`config.mk`:
```
export PLATFORM = sky130hd
export DESIGN_NAME = sfr_bus_bridge
export DESIGN_NICKNAME = d
export VERILOG_FILES = /design/src/rtl/sfr_pkg.sv /design/src/rtl/sfr_addr_decode.sv /design/src/rtl/sfr_bus_bridge.sv
export SDC_FILE = /design/constraint.sdc
export NUM_CORES = 1
export LEC_CHECK = 0
export CAP_MARGIN = 20
export CORE_UTILIZATION = 45
export DETAILED_ROUTE_END_ITERATION = 10
export PLACE_DENSITY = 0.85
export REMOVE_ABC_BUFFERS = 1
export SETUP_SLACK_MARGIN = 0.15
export SLEW_MARGIN = 20
export SYNTH_ARGS = -nofsm -noshare
export SYNTH_HDL_FRONTEND = slang
export SYNTH_SLANG_ARGS = --single-unit
export TNS_END_PERCENT = 100
```
`constraint.sdc`:
```
create_clock -name sys_clk -period 2.9 [get_ports sys_clk]
set_input_delay 0.725 -clock sys_clk [delete_from_list [all_inputs] [get_ports sys_clk]]
set_output_delay 0.725 -clock sys_clk [all_outputs]
set_load 0.05 [all_outputs]
```
`src/rtl/sfr_pkg.sv`:
```
// Shared types, window constants and helpers for the SFR bus bridge.
// Used by sfr_bus_bridge, sfr_addr_decode and the SFR map.
package sfr_pkg;

    localparam int unsigned SFR_W     = 32;
    localparam logic [31:0] SFR_BASE  = 32'h0000_F000;
    localparam int unsigned SFR_COUNT = 16;
    localparam int unsigned SFR_IDX_W = $clog2(SFR_COUNT);

    typedef enum logic [1:0] {
        IDLE,
        FETCH,
        WRITE,
        RESP
    } state_e;

    // Widen each byte-enable bit to cover its 8 data bits.
    function automatic logic [SFR_W-1:0] be_to_mask(
        input logic [SFR_W/8-1:0] be
    );
        logic [SFR_W-1:0] m;
        m = '0;
        for (int i = 0; i < SFR_W / 8; i++) begin
            m[8*i +: 8] = {8{be[i]}};
        end
        return m;
    endfunction

endpackage

```
`src/rtl/sfr_addr_decode.sv`:
```
// Combinational SFR window decode: hit flag and register index.
// A hit needs an in-window, word-aligned byte address.
module sfr_addr_decode
    import sfr_pkg::*;
#(
    parameter int unsigned ADDR_WIDTH = 32,
    parameter logic [31:0] SFR_BASE   = sfr_pkg::SFR_BASE,
    parameter int unsigned SFR_COUNT  = sfr_pkg::SFR_COUNT
) (
    input  logic [ADDR_WIDTH-1:0]        addr_i,
    output logic                         hit_o,
    output logic [$clog2(SFR_COUNT)-1:0] idx_o
);

    localparam int unsigned IDX_W = $clog2(SFR_COUNT);
    localparam int unsigned EXT_W = ADDR_WIDTH + 1;

    // One extra bit keeps the upper bound from wrapping near the top of memory.
    localparam logic [EXT_W-1:0] LO = EXT_W'(SFR_BASE);
    localparam logic [EXT_W-1:0] HI = LO + EXT_W'(4 * SFR_COUNT);

    logic [EXT_W-1:0]      a_ext;
    logic [ADDR_WIDTH-1:0] off;

    // Range and alignment check, word offset into the window.
    always_comb begin
        a_ext = {1'b0, addr_i};
        off   = addr_i - ADDR_WIDTH'(SFR_BASE);
        hit_o = (a_ext >= LO) && (a_ext < HI) && (addr_i[1:0] == 2'b00);
        idx_o = IDX_W'(off >> 2);
    end

endmodule

```
`src/rtl/sfr_bus_bridge.sv`:
```
// Core data-port to SFR map bridge: decode, byte-masked RMW, one ack per request.
// Define SFR_BUS_ERR_EN to flag window misses on cpu_err.
module sfr_bus_bridge
    import sfr_pkg::*;
#(
    parameter int unsigned SFR_WIDTH  = sfr_pkg::SFR_W,
    parameter int unsigned ADDR_WIDTH = 32,
    parameter logic [31:0] SFR_BASE   = sfr_pkg::SFR_BASE,
    parameter int unsigned SFR_COUNT  = sfr_pkg::SFR_COUNT
) (
    input  logic                         sys_clk,
    input  logic                         sys_rst,
    input  logic                         sys_clk_en,
    input  logic                         cpu_req,
    input  logic                         cpu_we,
    input  logic [ADDR_WIDTH-1:0]        cpu_addr,
    input  logic [SFR_WIDTH/8-1:0]       cpu_be,
    input  logic [SFR_WIDTH-1:0]         cpu_wdata,
    output logic                         cpu_ack,
    output logic [SFR_WIDTH-1:0]         cpu_rdata,
    output logic                         cpu_err,
    output logic [$clog2(SFR_COUNT)-1:0] sfr_sel,
    output logic                         sfr_wen,
    output logic [SFR_WIDTH-1:0]         sfr_din,
    input  logic [SFR_WIDTH-1:0]         sfr_dout,
    input  logic [SFR_WIDTH-1:0]         sfr_rdonly_dout
);

    localparam int unsigned IDX_W = $clog2(SFR_COUNT);
    localparam int unsigned BE_W  = SFR_WIDTH / 8;

    state_e               state_q, state_d;
    logic                 we_q, we_d;
    logic [BE_W-1:0]      be_q, be_d;
    logic [SFR_WIDTH-1:0] wdata_q, wdata_d;
    logic [IDX_W-1:0]     sel_q, sel_d;
    logic                 wen_q, wen_d;
    logic [SFR_WIDTH-1:0] din_q, din_d;
    logic                 ack_q, ack_d;
    logic [SFR_WIDTH-1:0] rdata_q, rdata_d;
    logic [SFR_WIDTH-1:0] wmask;
    logic                 hit;
    logic [IDX_W-1:0]     idx;
`ifdef SFR_BUS_ERR_EN
    logic                 err_q, err_d;
`endif

    sfr_addr_decode #(
        .ADDR_WIDTH (ADDR_WIDTH),
        .SFR_BASE   (SFR_BASE),
        .SFR_COUNT  (SFR_COUNT)
    ) u_decode (
        .addr_i (cpu_addr),
        .hit_o  (hit),
        .idx_o  (idx)
    );

    // Next-state and registered-output logic; ack/wen are one-shot by default.
    always_comb begin
        state_d = state_q;
        we_d    = we_q;
        be_d    = be_q;
        wdata_d = wdata_q;
        sel_d   = sel_q;
        din_d   = din_q;
        wen_d   = 1'b0;
        ack_d   = 1'b0;
        rdata_d = '0;
`ifdef SFR_BUS_ERR_EN
        err_d   = 1'b0;
`endif
        wmask   = be_to_mask(be_q) & ~sfr_rdonly_dout;
        unique case (state_q)
            IDLE: begin
                if (cpu_req) begin
                    we_d    = cpu_we;
                    be_d    = cpu_be;
                    wdata_d = cpu_wdata;
                    if (hit) begin
                        sel_d   = idx;
                        state_d = FETCH;
                    end else begin
                        ack_d   = 1'b1;
                        state_d = RESP;
`ifdef SFR_BUS_ERR_EN
                        err_d   = 1'b1;
`endif
                    end
                end
            end
            FETCH: begin
                if (we_q) begin
                    din_d   = (sfr_dout & ~wmask) | (wdata_q & wmask);
                    wen_d   = |wmask;
                    state_d = WRITE;
                end else begin
                    rdata_d = sfr_dout;
                    ack_d   = 1'b1;
                    state_d = RESP;
                end
            end
            WRITE: begin
                ack_d   = 1'b1;
                state_d = RESP;
            end
            RESP: begin
                state_d = IDLE;
            end
            default: begin
                state_d = IDLE;
            end
        endcase
    end

    // State and output registers; a low clock enable freezes everything.
    always_ff @(posedge sys_clk) begin
        if (sys_rst) begin
            state_q <= IDLE;
            we_q    <= 1'b0;
            be_q    <= '0;
            wdata_q <= '0;
            sel_q   <= '0;
            wen_q   <= 1'b0;
            din_q   <= '0;
            ack_q   <= 1'b0;
            rdata_q <= '0;
`ifdef SFR_BUS_ERR_EN
            err_q   <= 1'b0;
`endif
        end else if (sys_clk_en) begin
            state_q <= state_d;
            we_q    <= we_d;
            be_q    <= be_d;
            wdata_q <= wdata_d;
            sel_q   <= sel_d;
            wen_q   <= wen_d;
            din_q   <= din_d;
            ack_q   <= ack_d;
            rdata_q <= rdata_d;
`ifdef SFR_BUS_ERR_EN
            err_q   <= err_d;
`endif
        end
    end

    // Gating keeps a frozen strobe or ack from being seen on stalled cycles.
    assign cpu_ack   = ack_q & sys_clk_en;
    assign sfr_wen   = wen_q & sys_clk_en;
    assign cpu_rdata = rdata_q;
    assign sfr_sel   = sel_q;
    assign sfr_din   = din_q;
`ifdef SFR_BUS_ERR_EN
    assign cpu_err   = err_q;
`else
    assign cpu_err   = 1'b0;
`endif

endmodule

```
* After elaboration in Yosys (flattened, before gate mapping)
Cells that the tools add are included.
** Storage, ports and cells
- Flip-flop bits (word level) :: 109
- Output and inout bits :: 71
- Logic and storage cells :: 45
** Cells by class
- $add $sub $neg :: 1
- Magnitude comparators :: 2
- Equal/unequal tests :: 4
- Mux-type cells :: 12
- Bitwise logic cells :: 8
- Reductions and logical operators :: 9
** Operators with widths (number)
- 32-bit AND :: 3
- 32-bit two-way mux :: 2
- 32-bit inverter :: 2
- 32-bit by 16-bit >= comparator with 1-bit output (second input constant) :: 1
- 32-bit by 16-bit < comparator with 1-bit output (second input constant) :: 1
- 32-bit bitwise OR :: 1
- 32-bit OR reduction :: 1
- 2-bit one-hot mux with 4 select lines :: 1
- 1-bit two-way mux :: 6
- 3-bit AND reduction :: 2
- 6-bit by 1-bit subtractor with 6-bit output (second input constant) :: 1
- 2-bit == test (second input constant) :: 2
- 2-bit logical NOT :: 2
- 2-bit two-way mux :: 2
- 4-bit AND reduction :: 1
- 1-bit one-hot mux with 3 select lines :: 1
- 1-bit AND :: 2
- 2-bit by 1-bit == test with 1-bit output (second input constant) :: 1
- 1-bit logical AND :: 2
- 2-bit inequality test (second input constant) :: 1
- 2-bit AND reduction :: 1

* Logic depth before layout (Yosys ltp)
Gate-level depths: netlist of the first run.
- Word-level depth :: 6
- Mapped depth :: 7
- Mapped depth without buffers :: 6

* Cells and area by module
From an unflattened synthesis of the first run, not the netlist that was laid out.
** Second synthesis, totals
- Cells, all modules :: 520
- Area, all modules :: 4618.2 um^2
** Modules (own cells, without submodules)
- sfr_bus_bridge :: times used 1, cells each 505, area an instance 4520.6 um^2, seq. area each 2182.1 um^2
- sfr_addr_decode :: times used 1, cells each 15, area an instance 97.6 um^2, seq. area each 0.0 um^2

* Worst setup path after synthesis of the first run
Ideal clock, no wire load.
- Path type :: input to output
- Start point :: input sys_clk_en
- End point :: output cpu_ack
- Arrival :: 1.577 ns
- Data required time :: 2.175 ns
- Path slack :: 0.598 ns
- Cell stages on the path :: 3
- Buffers on the path :: 2
- Path through :: buf_2 -> clkbuf_1 -> and2_1
** Between the ends
- Longest elaborated chain between the ends :: 1
** Ends and longest elaborated chain
- from (decl) :: line sfr_bus_bridge.sv:13 : input logic sys_clk_en,
- 1-bit AND :: line sfr_bus_bridge.sv:147 : assign cpu_ack = ack_q & sys_clk_en;
- to (decl) :: line sfr_bus_bridge.sv:19 : output logic cpu_ack,
Every way passes these cells.

* Worst setup path after layout of the first run
- Start point :: register rdata_q[12], in the netlist cpu_rdata[12]
- End point :: output cpu_rdata[12]
** RTL lines
- from (decl) :: line sfr_bus_bridge.sv:40 : logic [SFR_WIDTH-1:0] rdata_q, rdata_d;
- from (signal assigned) :: line sfr_bus_bridge.sv:139 : rdata_q <= rdata_d;
- to (decl) :: line sfr_bus_bridge.sv:20 : output logic [SFR_WIDTH-1:0] cpu_rdata,
No word-level cell between the ends.

==> impl_metrics.env, run 1 <==
export IMPL_worstHoldPathType="reg -> reg"
export IMPL_die_x_um=104
export IMPL_root_buffer="clkbuf_8"
export IMPL_gp_congestion=0.847
export IMPL_critical_path_max_stage_delay_ns=0.82
export IMPL_slew_headroom=0.636
export IMPL_dieArea_um2=10900
export IMPL_core_area_um2=9950
export IMPL_slew_violations=0
export IMPL_maxCapViolCount=0
export IMPL_finalSetupTns_ns=0
export IMPL_path_cells="clkdlybuf4s50_1"
export IMPL_post_cts_resized=0
export IMPL_slowest_stage="clkdlybuf4s50_1"
export IMPL_power_mw=3.01
export IMPL_mostFrequentLayoutCells="clkdlybuf4s50_1, dfxtp_1, nand2_1, a21oi_1, nor2_1"
export IMPL_worst_slew_pin_slew_ns=0.544
export IMPL_finish_utilization=0.706
export IMPL_worstPathRequired_ns=2.17
export IMPL_syn_area_per_cell_um2=8.40
export IMPL_netlist_area_um2=4700
export IMPL_power_switching_mw=0.844
export IMPL_internal_power_mw=2.16
export IMPL_crit_arrival_ns=1.56
export IMPL_globalRouteOverflowTotal=0
export IMPL_place_inst=870
export IMPL_path_buf_inv=1
export IMPL_path_clk_slew_ns=0.11
export IMPL_ir_drop_v=0.000268
export IMPL_clock_path_buffers=2
export IMPL_grt_setup_unrepaired="no"
export IMPL_htree_levels=3
export IMPL_clkSinkCount=109
export IMPL_final_nets=889
export IMPL_status="complete, no violations"
export IMPL_grt_pass1_wl_um=22600
export IMPL_firstDrtPassIters=4
export IMPL_finalNonFillerCells=886
export IMPL_ant_nets=0
export IMPL_setup_viol=0
export IMPL_ys_types=36
export IMPL_synthCells=559
export IMPL_grt_max_degree=44
export IMPL_drtIter0Drc=139
export IMPL_synth_seq_cells=109
export IMPL_drive_gt1_frac=0.0571
export IMPL_pwr_share_seq=0.527
export IMPL_cp_max_fo=2
export IMPL_cts_hold_buf=0
export IMPL_startpoint_type="register"
export IMPL_swShare=0.281
export IMPL_cts_setup_buffers=0
export IMPL_clkPwrFrac=0.285
export IMPL_ys_warn_count=0
export IMPL_fmax_ghz=0.438
export IMPL_io_pins=208
export IMPL_initial_utilization=0.472
export IMPL_hpwl_um=10400
export IMPL_crit_family="buffers and inverters"
export IMPL_rows=36
export IMPL_post_drt_via_cell_ratio=5.24
export IMPL_power_density_nw_per_um2=428
export IMPL_ys_seq_area_frac=0.465
export IMPL_tritoncts="yes"
export IMPL_drc_errors=0
export IMPL_portBuffers=206
export IMPL_grtUsageTotal=0.257
export IMPL_layout_commonest_cell="clkdlybuf4s50_1"
export IMPL_fin_crit_sh=0.787
export IMPL_criticalPathCategory="reg -> out"
export IMPL_clk_latency_ns=0.36
export IMPL_fin_skew_ns=0.0156
export IMPL_leakagePower_nw=2.65
export IMPL_areaGrowthSynthToFinish_pct=49.6
export IMPL_vias=4644
export IMPL_cts_made_buffers=9
export IMPL_grt_pass1_vias=4788
export IMPL_post_route_min_period_ns=2.28
export IMPL_fill_cells=789
export IMPL_antenna_cells=0
export IMPL_die_y_um=104
export IMPL_wl_per_cell_um=15.7
export IMPL_drt_wl_total_um=13900
export IMPL_endpoint_kind="output port"
export IMPL_grt_antenna_before_repair=0
export IMPL_final_hold_violation_count=0
export IMPL_combPwrFrac=0.188
-- power groups by stage --
stage,clock network [mW],logic [mW],registers [mW]
2_1_floorplan,0,0.171,1.67
3_3_place_gp,0,0.555,1.61
3_5_place_dp,0,0.567,1.62
4_1_cts,0.879,0.570,1.58
5_1_grt,0.938,0.610,1.59
6_report,0.856,0.567,1.58
-- tightest hold or removal path: stages, from the launching register on --
cell	delay, ns
dfxtp_1	0.32
nand2_1	0.05
a21oi_1	0.05
-- final timing paths --
kind                               from                        to  slack, ns  cells after the start
min            wdata_q[31]$_SDFFE_PP0P_  wdata_q[31]$_SDFFE_PP0P_       0.46                      2
max reg2reg     state_q[0]$_SDFFE_PP0P_   sfr_sel[1]$_SDFFE_PP0P_       1.15                      6
max          cpu_rdata[12]$_SDFFE_PP0P_             cpu_rdata[12]       0.62                      1
min reg2reg    wdata_q[31]$_SDFFE_PP0P_  wdata_q[31]$_SDFFE_PP0P_       0.46                      2
-- logic make-up after synthesis --
group	Yosys count	share of synthesized area
buffers and inverters	45	0.0453
DFF	109	0.465
muxes	32	0.0682
adders and majority gates	4	0.0107
and+or+nand+nor	243	0.254
other	1	0.000798
AOI/OAI and AO/OA	125	0.156
-- stage by stage --
stage / hold WS, ns / worst slack [ns] / area (µm²)
after floorplan: 0.430 / 0.736 / 4510
after global placement: 0.441 / 0.660 / 6850
after detailed placement: 0.446 / 0.571 / 6850
after CTS: 0.460 / 0.599 / 7030
after global routing: 0.479 / 0.568 / 7030
final: 0.458 / 0.618 / 7030
-- cell type report --
| type | count | area [µm²] | area share |
|---|---|---|---|
| clock buffer | 9 | 124 | 0.0176 |
| clock inverter | 7 | 57.6 | 0.00819 |
| inverter | 6 | 22.5 | 0.00320 |
| multi-input combinational | 405 | 2310 | 0.328 |
| sequential | 109 | 2180 | 0.310 |
| tap | 133 | 166 | 0.0237 |
| timing repair buffer | 217 | 2170 | 0.309 |
-- state kept, by name, summed over array words and instances (netlist names) --
name,flops
wen_q,1
wdata_q,32
ack_q,1
sfr_sel,4
state_q,2
cpu_rdata,32
sfr_din,32
be_q,4
we_q,1
-- Yosys cell counts --
cell | count | share of area
and4_1 | 1 | 0.0019
mux2i_1 | 32 | 0.068
nand4_1 | 10 | 0.013
and3_2 | 1 | 0.0016
ha_1 | 4 | 0.011
nor2_4 | 1 | 0.0024
a32o_1 | 1 | 0.0021
and4b_1 | 1 | 0.0021
nand2b_1 | 34 | 0.045
buf_2 | 14 | 0.015
a22oi_1 | 1 | 0.0016
nor2_1 | 65 | 0.052
a211oi_1 | 32 | 0.051
buf_1 | 3 | 0.0024
inv_1 | 6 | 0.0048
nand2_1 | 80 | 0.064
nor4b_2 | 1 | 0.0032
a21oi_1 | 75 | 0.080
nor2b_1 | 32 | 0.043
buf_4 | 5 | 0.0080
and2_1 | 2 | 0.0027
o211a_1 | 1 | 0.0021
and3_1 | 3 | 0.0040
nor4_1 | 3 | 0.0040
buf_6 | 1 | 0.0024
nand2_2 | 1 | 0.0013
a21o_1 | 1 | 0.0016
o21ai_0 | 12 | 0.013
dfxtp_1 | 109 | 0.46
conb_1 | 1 | 0.00080
nor4_2 | 2 | 0.0053
nand3_1 | 4 | 0.0043
nand3_2 | 2 | 0.0043
a31o_2 | 1 | 0.0019
clkbuf_1 | 16 | 0.013
a311oi_2 | 1 | 0.0032
-- per-layer routing --
metal	vias up	GRT usage	wire length, µm
met5	-	0	0
met4	0	0.119	344
met3	30	0.0482	781
met2	168	0.452	6970
met1	2173	0.300	5820
li1	2273	-	-
No activity file was read; power rests on OpenSTA's default activity.
==> run 2, diff against run 1 <==
- CORE_UTILIZATION: 45 -> 42
- PLACE_DENSITY: 0.85 -> 0.8
- clock period: 2.9 -> 2.1 ns (I/O delays scaled with it)
==> run 2 against run 1 <==
Effect of this change: routed wire length fell by 3.9%; cell count rose by 0.34%; utilization fell by 6.7 points; worst setup slack got worse by 0.36 ns; register-to-register slack got worse by 0.74 ns; sequential share of layout area rose by 0.31 points; sequential cell count did not move; final area fell by 0.98%; non-clock buffer count fell by 1; count of clock-buffer cells in the layout rose by 2; power rose by 38%; combinational power rose by 37%.
==> impl_metrics.env, run 2 (synthesized netlist as in run 1, its figures left out) <==
export IMPL_core_area_um2=10900
export IMPL_worst_slew_pin_slew_ns=0.531
export IMPL_clkSinkCount=109
export IMPL_clk_latency_ns=0.36
export IMPL_leakagePower_nw=2.96
export IMPL_hpwl_um=9630
export IMPL_tritoncts="yes"
export IMPL_wl_per_cell_um=15.0
export IMPL_portBuffers=206
export IMPL_globalRouteOverflowTotal=0
export IMPL_grt_setup_unrepaired="no"
export IMPL_power_density_nw_per_um2=595
export IMPL_criticalPathCategory="in -> reg"
export IMPL_crit_arrival_ns=2.09
export IMPL_fmax_ghz=0.542
export IMPL_multi_input_area_um2=2310
export IMPL_ir_drop_v=0.000410
export IMPL_drt_wl_total_um=13400
export IMPL_path_clk_slew_ns=0.09
export IMPL_grtUsageTotal=0.232
export IMPL_grt_pass1_vias=4495
export IMPL_status="complete, no violations"
export IMPL_final_nets=888
export IMPL_path_cells="clkdlybuf4s50_1 -> nor4_1 -> and4_1 -> nand3_2 -> a32o_1"
export IMPL_hold_ws_ns=0.457
export IMPL_critical_path_max_stage_delay_ns=0.43
export IMPL_seq_area_um2=2180
export IMPL_areaGrowthSynthToFinish_pct=48.2
export IMPL_slew_headroom=0.648
export IMPL_htree_levels=3
export IMPL_worstHoldPathType="reg -> reg"
export IMPL_worstPathRequired_ns=2.35
export IMPL_layout_commonest_cell="clkdlybuf4s50_1"
export IMPL_grt_max_degree=73
export IMPL_die_y_um=108
export IMPL_slowest_stage="nor4_1"
export IMPL_gp_congestion=0.834
export IMPL_vias=4478
export IMPL_fin_crit_sh=0.879
export IMPL_post_drt_via_cell_ratio=5.04
export IMPL_initial_utilization=0.431
export IMPL_grt_pass1_wl_um=21100
export IMPL_drc_errors=0
export IMPL_clock_path_buffers=2
export IMPL_mostFrequentLayoutCells="clkdlybuf4s50_1, dfxtp_1, nand2_1, a21oi_1, dlygate4sd2_1"
export IMPL_post_route_min_period_ns=1.84
export IMPL_fill_cells=947
export IMPL_root_buffer="clkbuf_8"
export IMPL_grt_antenna_before_repair=0
export IMPL_cp_max_fo=6
export IMPL_fin_skew_ns=0.00907
export IMPL_drtIter0Drc=227
export IMPL_dieArea_um2=11600
export IMPL_endpoint_kind="register"
export IMPL_slew_violations=0
export IMPL_post_dp_cell_area_um2=6870
export IMPL_startpoint_type="input pin"
export IMPL_rows=38
export IMPL_final_hold_violation_count=0
export IMPL_firstDrtPassIters=4
export IMPL_ant_nets=0
export IMPL_cts_made_buffers=9
export IMPL_drive_gt1_frac=0.0521
export IMPL_postLayoutCellArea_um2=6960
export IMPL_setup_viol=0
export IMPL_antenna_cells=0
export IMPL_die_x_um=108
export IMPL_io_pins=208
export IMPL_maxCapViolCount=0
==> run 2: area by class of cell <==
cell class,count,share of cell area
flip-flops and latches,109,0.314
clock buffers,11,0.0189
inverters,6,0.00324
multi-input cells,405,0.332
repair buffers,216,0.302
well taps,140,0.0252
clock inverters,2,0.00539
==> run 2: critical path: cells and delay by family <==
family                 cells  cell delay (ns)
AOI/OAI and AO/OA          1             0.23
and+or+nand+nor            3             0.95
buffers and inverters      1             0.40
==> run 2: final timing paths <==
| kind | from | to | slack, ns | cells after the start |
|---|---|---|---|---|
| worst max-delay path | cpu_addr[26] | state_q[1]$_SDFFE_PP0P_ | 0.26 | 5 |
| worst min-delay path | wdata_q[0]$_SDFFE_PP0P_ | wdata_q[0]$_SDFFE_PP0P_ | 0.46 | 2 |
| worst max register to register | state_q[0]$_SDFFE_PP0P_ | sfr_sel[0]$_SDFFE_PP0P_ | 0.41 | 6 |
| worst min register to register | wdata_q[0]$_SDFFE_PP0P_ | wdata_q[0]$_SDFFE_PP0P_ | 0.46 | 2 |
==> run 2: routing by layer <==
metal  part of all wire  vias to the layer above  routed length (µm)  track usage
met4              0.013                        0                 180       0.0753
li1                   -                     2266                   -            -
met1               0.42                     2047                5640        0.279
met3              0.064                       14                 860       0.0442
met5                  0                        -                   0            0
met2               0.50                      151                6680        0.412
==> run 2: power by group <==
part           leakage (nW)  switching, mW  total [mW]  internal [mW]
registers             0.883         0.0454        2.18           2.14
logic                  2.00          0.387       0.774          0.386
clock network        0.0814          0.652        1.19          0.535
==> run 2: what timing repair did <==
action                                  CTS  global route
gates resized for setup                  66             0
buffers inserted                          0             0
hold buffers                              0             0
endpoints found under the setup margin   66             0
==> run 2: metrics by stage <==
stage	utilization	instances	setup slack (ns)	total power [mW]	TNS, ns
2_1_floorplan	-	520	-0.0128	2.55	-0.0514
3_3_place_gp	0.631	876	0.0768	3.00	0
3_5_place_dp	0.631	876	-0.0733	3.02	-0.0833
4_1_cts	0.639	889	0.293	4.18	0
5_1_grt	0.639	889	0.171	4.35	0
6_report	0.639	889	0.255	4.14	0
==> run 3, diff against run 2 <==
- CAP_MARGIN: 20 -> 5
- CORE_ASPECT_RATIO: default -> 1.25
- CTS_CLUSTER_SIZE: default -> 10
==> run 3 against run 2 <==
Effect of this change: cell count is 0.45% lower; sequential share of layout area fell by 0.54 points; combinational power barely moved; clock skew decreased by 0.0016 ns; non-clock buffer count is 1 higher; count of clock-buffer cells in the layout is 2 higher; worst setup slack better by 0.038 ns.
==> impl_metrics.env, run 3 (synthesized netlist as in run 1, its figures left out) <==
export IMPL_portBuffers=206
export IMPL_power_density_nw_per_um2=644
export IMPL_ir_drop_v=0.000362
export IMPL_grt_pass1_vias=4482
export IMPL_dieArea_um2=11600
export IMPL_dp_slack_ns=-0.0562
export IMPL_fin_ws_ns=0.293
export IMPL_hpwl_um=9910
export IMPL_endpoint_kind="output port"
export IMPL_vias=4558
export IMPL_clock_path_buffers=2
export IMPL_root_buffer="clkbuf_16"
export IMPL_fmax_ghz=0.553
export IMPL_fin_crit_sh=0.861
export IMPL_whs_endpoint="wdata_q[28]$_SDFFE_PP0P_"
export IMPL_setup_viol=0
export IMPL_fin_skew_ns=0.00743
export IMPL_globalRouteOverflowTotal=0
export IMPL_hold_depth=2
export IMPL_final_nets=889
export IMPL_finalSetupTns_ns=0
export IMPL_worstPathRequired_ns=1.57
export IMPL_r2r_end="sfr_sel[3]$_SDFFE_PP0P_"
export IMPL_min_from="wdata_q[28]$_SDFFE_PP0P_"
export IMPL_rows=42
export IMPL_cp_max_fo=21
export IMPL_die_x_um=96.6
export IMPL_startpoint_type="input pin"
export IMPL_grt_pass1_wl_um=20700
export IMPL_tritoncts="yes"
export IMPL_cts_setup_buffers=0
export IMPL_r2r_slack_ns=0.42
export IMPL_slew_violations=0
export IMPL_post_route_min_period_ns=1.81
export IMPL_leakagePower_nw=3.02
export IMPL_drt_wl_total_um=13500
export IMPL_layout_commonest_cell="clkdlybuf4s50_1"
export IMPL_critPathLaunch="sys_clk_en"
export IMPL_ant_nets=0
export IMPL_drc_errors=0
export IMPL_post_drt_via_cell_ratio=5.15
export IMPL_firstDrtPassIters=4
export IMPL_grt_antenna_before_repair=0
export IMPL_grt_setup_unrepaired="no"
export IMPL_rr_worst_depth=6
export IMPL_place_inst=869
export IMPL_htree_levels=3
export IMPL_worstHoldPathType="reg -> reg"
export IMPL_gp_congestion=0.803
export IMPL_areaGrowthSynthToFinish_pct=50.7
export IMPL_r2r_start="state_q[0]$_SDFFE_PP0P_"
export IMPL_mostFrequentLayoutCells="clkdlybuf4s50_1, dfxtp_1, nand2_1, a21oi_1, dlygate4sd2_1"
export IMPL_grt_max_degree=77
export IMPL_core_area_um2=10700
export IMPL_wl_per_cell_um=15.3
export IMPL_path_clk_slew_ns=0.07
export IMPL_finalNonFillerCells=885
export IMPL_cts_made_buffers=9
export IMPL_maxCapViolCount=0
export IMPL_antenna_cells=0
export IMPL_multi_input_area_um2=2310
export IMPL_die_y_um=120
export IMPL_io_pins=208
export IMPL_initial_utilization=0.438
export IMPL_clk_latency_ns=0.34
export IMPL_crit_arrival_ns=1.28
export IMPL_slew_headroom=0.646
export IMPL_worst_slew_pin_slew_ns=0.534
export IMPL_final_hold_violation_count=0
export IMPL_drtIter0Drc=150
export IMPL_grtUsageTotal=0.230
export IMPL_fill_cells=940
export IMPL_drive_gt1_frac=0.0571
export IMPL_seq_area_um2=2180
export IMPL_status="complete, no violations"
export IMPL_finish_utilization=0.660
export IMPL_criticalPathCategory="in -> out"
export IMPL_clkSinkCount=109
[run 3: through the flow]
step	cell area, µm²	hold WS, ns	total power [mW]
global route	7080	0.469	4.75
global placement	6880	0.442	3.01
finish	7080	0.455	4.56
detailed placement	6880	0.447	3.02
floorplan	4510	0.430	2.55
CTS	7080	0.456	4.60
[run 3: repair_timing]
item,4_1_cts,5_1_grt
endpoints found under the hold margin,0,0
endpoints found under the setup margin,66,0
gates resized for setup,66,0
hold buffers,0,0
[run 3: report_power, final]
group          total (mW)  switching (mW)  leakage, nW  internal (mW)
clock network        1.60           0.734        0.132          0.870
logic               0.773           0.381         2.01          0.392
registers            2.18          0.0465        0.883           2.14
[run 3: how the worst max path moves through the flow]
stage | end | slack (ns) | cells after the start
floorplan | sfr_sel[0]$_SDFFE_PP0P_ | -0.01 | 6
global placement | state_q[1]$_SDFFE_PP0P_ | 0.08 | 5
detailed placement | state_q[1]$_SDFFE_PP0P_ | -0.06 | 5
CTS | sfr_wen | 0.29 | 3
global route | sfr_wen | 0.21 | 3
finish | sfr_wen | 0.29 | 3
[run 3: area by class of cell]
type                       count  share of cell area
tap                          132              0.0233
inverter                       6             0.00318
clock buffer                  13              0.0368
sequential                   109               0.308
timing repair buffer         217               0.299
clock inverter                 3             0.00283
multi-input combinational    405               0.326
[run 3: critical path, cell delays in order]
cell	delay (ns)
buf_2	0.36
and2_1	0.25
buf_12	0.15
[run 3: metal layers]
layer | share of wire | global-route usage | vias up
met5 | 0 | 0 | -
met4 | 0.010 | 0.0653 | 0
met3 | 0.071 | 0.0503 | 11
met2 | 0.51 | 0.418 | 147
met1 | 0.41 | 0.265 | 2128
li1 | - | - | 2272
==> RTL edit, RTL diff (settings of run 2) <==
Make the reset (`sys_rst`) asynchronous in one clocked block.
--- a/src/rtl/sfr_bus_bridge.sv
+++ b/src/rtl/sfr_bus_bridge.sv
@@ -114,5 +114,5 @@
 
     // State and output registers; a low clock enable freezes everything.
-    always_ff @(posedge sys_clk) begin
+    always_ff @(posedge sys_clk or posedge sys_rst) begin
         if (sys_rst) begin
             state_q <= IDLE;
Function: differs if sys_rst is asserted again (counterexample within 4 cycles, from zero or initial values and one cycle with sys_rst high); with sys_rst held inactive, the same outputs for 4 cycles.
==> RTL edit against run 2 <==
Final area is 7.0% higher. Fmax down 0.48%. Setup slack worse by 0.0089 ns. Area after synthesis increased by 3.0%. Wire length is essentially flat. Utilization rose by 3.6 points. Sequential cell count did not move. Critical path type unchanged. Largest cell class is now flip-flops and latches.
Power is not compared: it rests on default switching activity, and its combinational part moved more than twofold at a synthesized area within 25%.
==> RTL edit: results <==
group,metric,value,unit
routing,dr.first_iter.drc_count,127,
routing,vias,4085,
yosys,synthFlopType,"dfrtp_1",
yosys,synth_commonest_cells,"dfrtp_1 (109), o21ai_0 (69), nand2_1 (66)",
global_route,track_usage,23.0,%
routing,m1WireLength,5590,um
yosys,async_reset_ff_share,100,%
yosys,synthMuxAreaShare,16.2,%
routing,routed.top_layer,"met4",
hold_path,whs_endpoint,"sfr_din[1]",
clock_tree,clk_latency,0.34,ns
finish,n_antenna_cell,0,
yosys,yosys-top-cells-area,"dfrtp_1 (56%), mux2_2 (8.6%), o21ai_0 (7.1%), mux2i_1 (6.6%), nand2_1 (5.1%)",
place,post-place-cells,787,
yosys,syn_inst,445,
global_route,grt_max_degree,44,
worst_setup_path,crit_slowest_cell,"clkdlybuf4s50_1",
worst_setup_path,timing.rr.end,"sfr_sel[0]",
outcome,status,"completed",
worst_setup_path,reg2reg_depth,5,
sta,holdWs,0.474,ns
sta,slew-limit-headroom,65.0,%
yosys,synth_compound_area_share,7.97,%
yosys,yosys.area_share.adder,1.03,%
routing,avgViaCountPerCell,5.07,
worst_setup_path,reg2reg_slack,0.43,ns
global_route,grt_pass1_wl,20600,um
routing,routed_wl,13400,um
sta,finalClockSkew,0.00726,ns
worst_setup_path,r2r_start,"state_q[0]",
yosys,yosysSeqAreaShare,56.4,%
routing,met2WireLength,6690,um
place,pre_cts_slack,-0.132,ns
finish,drive_gt1_share,12.6,%
yosys,synth_cell_types,31,
routing,wl_met3,897,um
global_route,grt_pass1_vias,4278,
place,post_dp_cell_area,7210,sq um
## RTL edit: changes by cell type in the layout (fill, tap and decap cells not counted), moves of 14 or more
cell / before / now
a21oi_1: 75 / 0
inv_1: 6 / 35
a211oi_1: 32 / 0
nor2_1: 64 / 2
mux2_2: 0 / 37
o21ai_0: 12 / 69
dfrtp_1: 0 / 109
dfxtp_1: 109 / 0
nand2_1: 80 / 66
nor2b_1: 32 / 2
## RTL edit: cell type report
cell class / instances / area, sq um
Fill cell: 856 / 3580
Sequential cell: 109 / 2730
Timing Repair Buffer: 223 / 2200
Multi-Input combinational cell: 281 / 1910
Clock buffer: 11 / 233
Tap cell: 140 / 175
Inverter: 36 / 138
Clock inverter: 5 / 61.3
## RTL edit: worst max-delay path, delay by kind of cell
| kind | cells | cell delay, ns |
|---|---|---|
| buf+inv | 1 | 0.42 |
| mux | 1 | 0.35 |
| simple gates | 3 | 0.77 |
## RTL edit: how the worst max path moves through the flow
stage            startpoint    endpoint  slack, ns
3_3_place_gp   cpu_addr[11]  sfr_sel[3]      -0.06
3_5_place_dp   cpu_addr[29]  sfr_sel[0]      -0.13
4_1_cts        cpu_addr[29]  sfr_sel[0]       0.22
6_report       cpu_addr[29]  sfr_sel[0]       0.25
5_1_grt        cpu_addr[29]  sfr_sel[0]       0.15
2_1_floorplan       sys_rst       ack_q      -1.30
## RTL edit: per-layer routing
metal	global-route usage [%]	vias up
li1	-	1927
met1	27.4	1988
met2	41.1	153
met3	4.86	17
met4	7.62	0
met5	0	-
## RTL edit: timing repair
action	CTS	global route
endpoints found under the setup margin	67	0
gates resized for setup	68	0
hold endpoints to repair	0	0
setup buffers	2	0
## RTL edit: where the power goes
group          switching, uW  total, uW  internal, uW  leakage, uW
combinational           2630       4100          1470      0.00205
sequential               555       3480          2920      0.00139
clock                    757       1690           929     0.000132
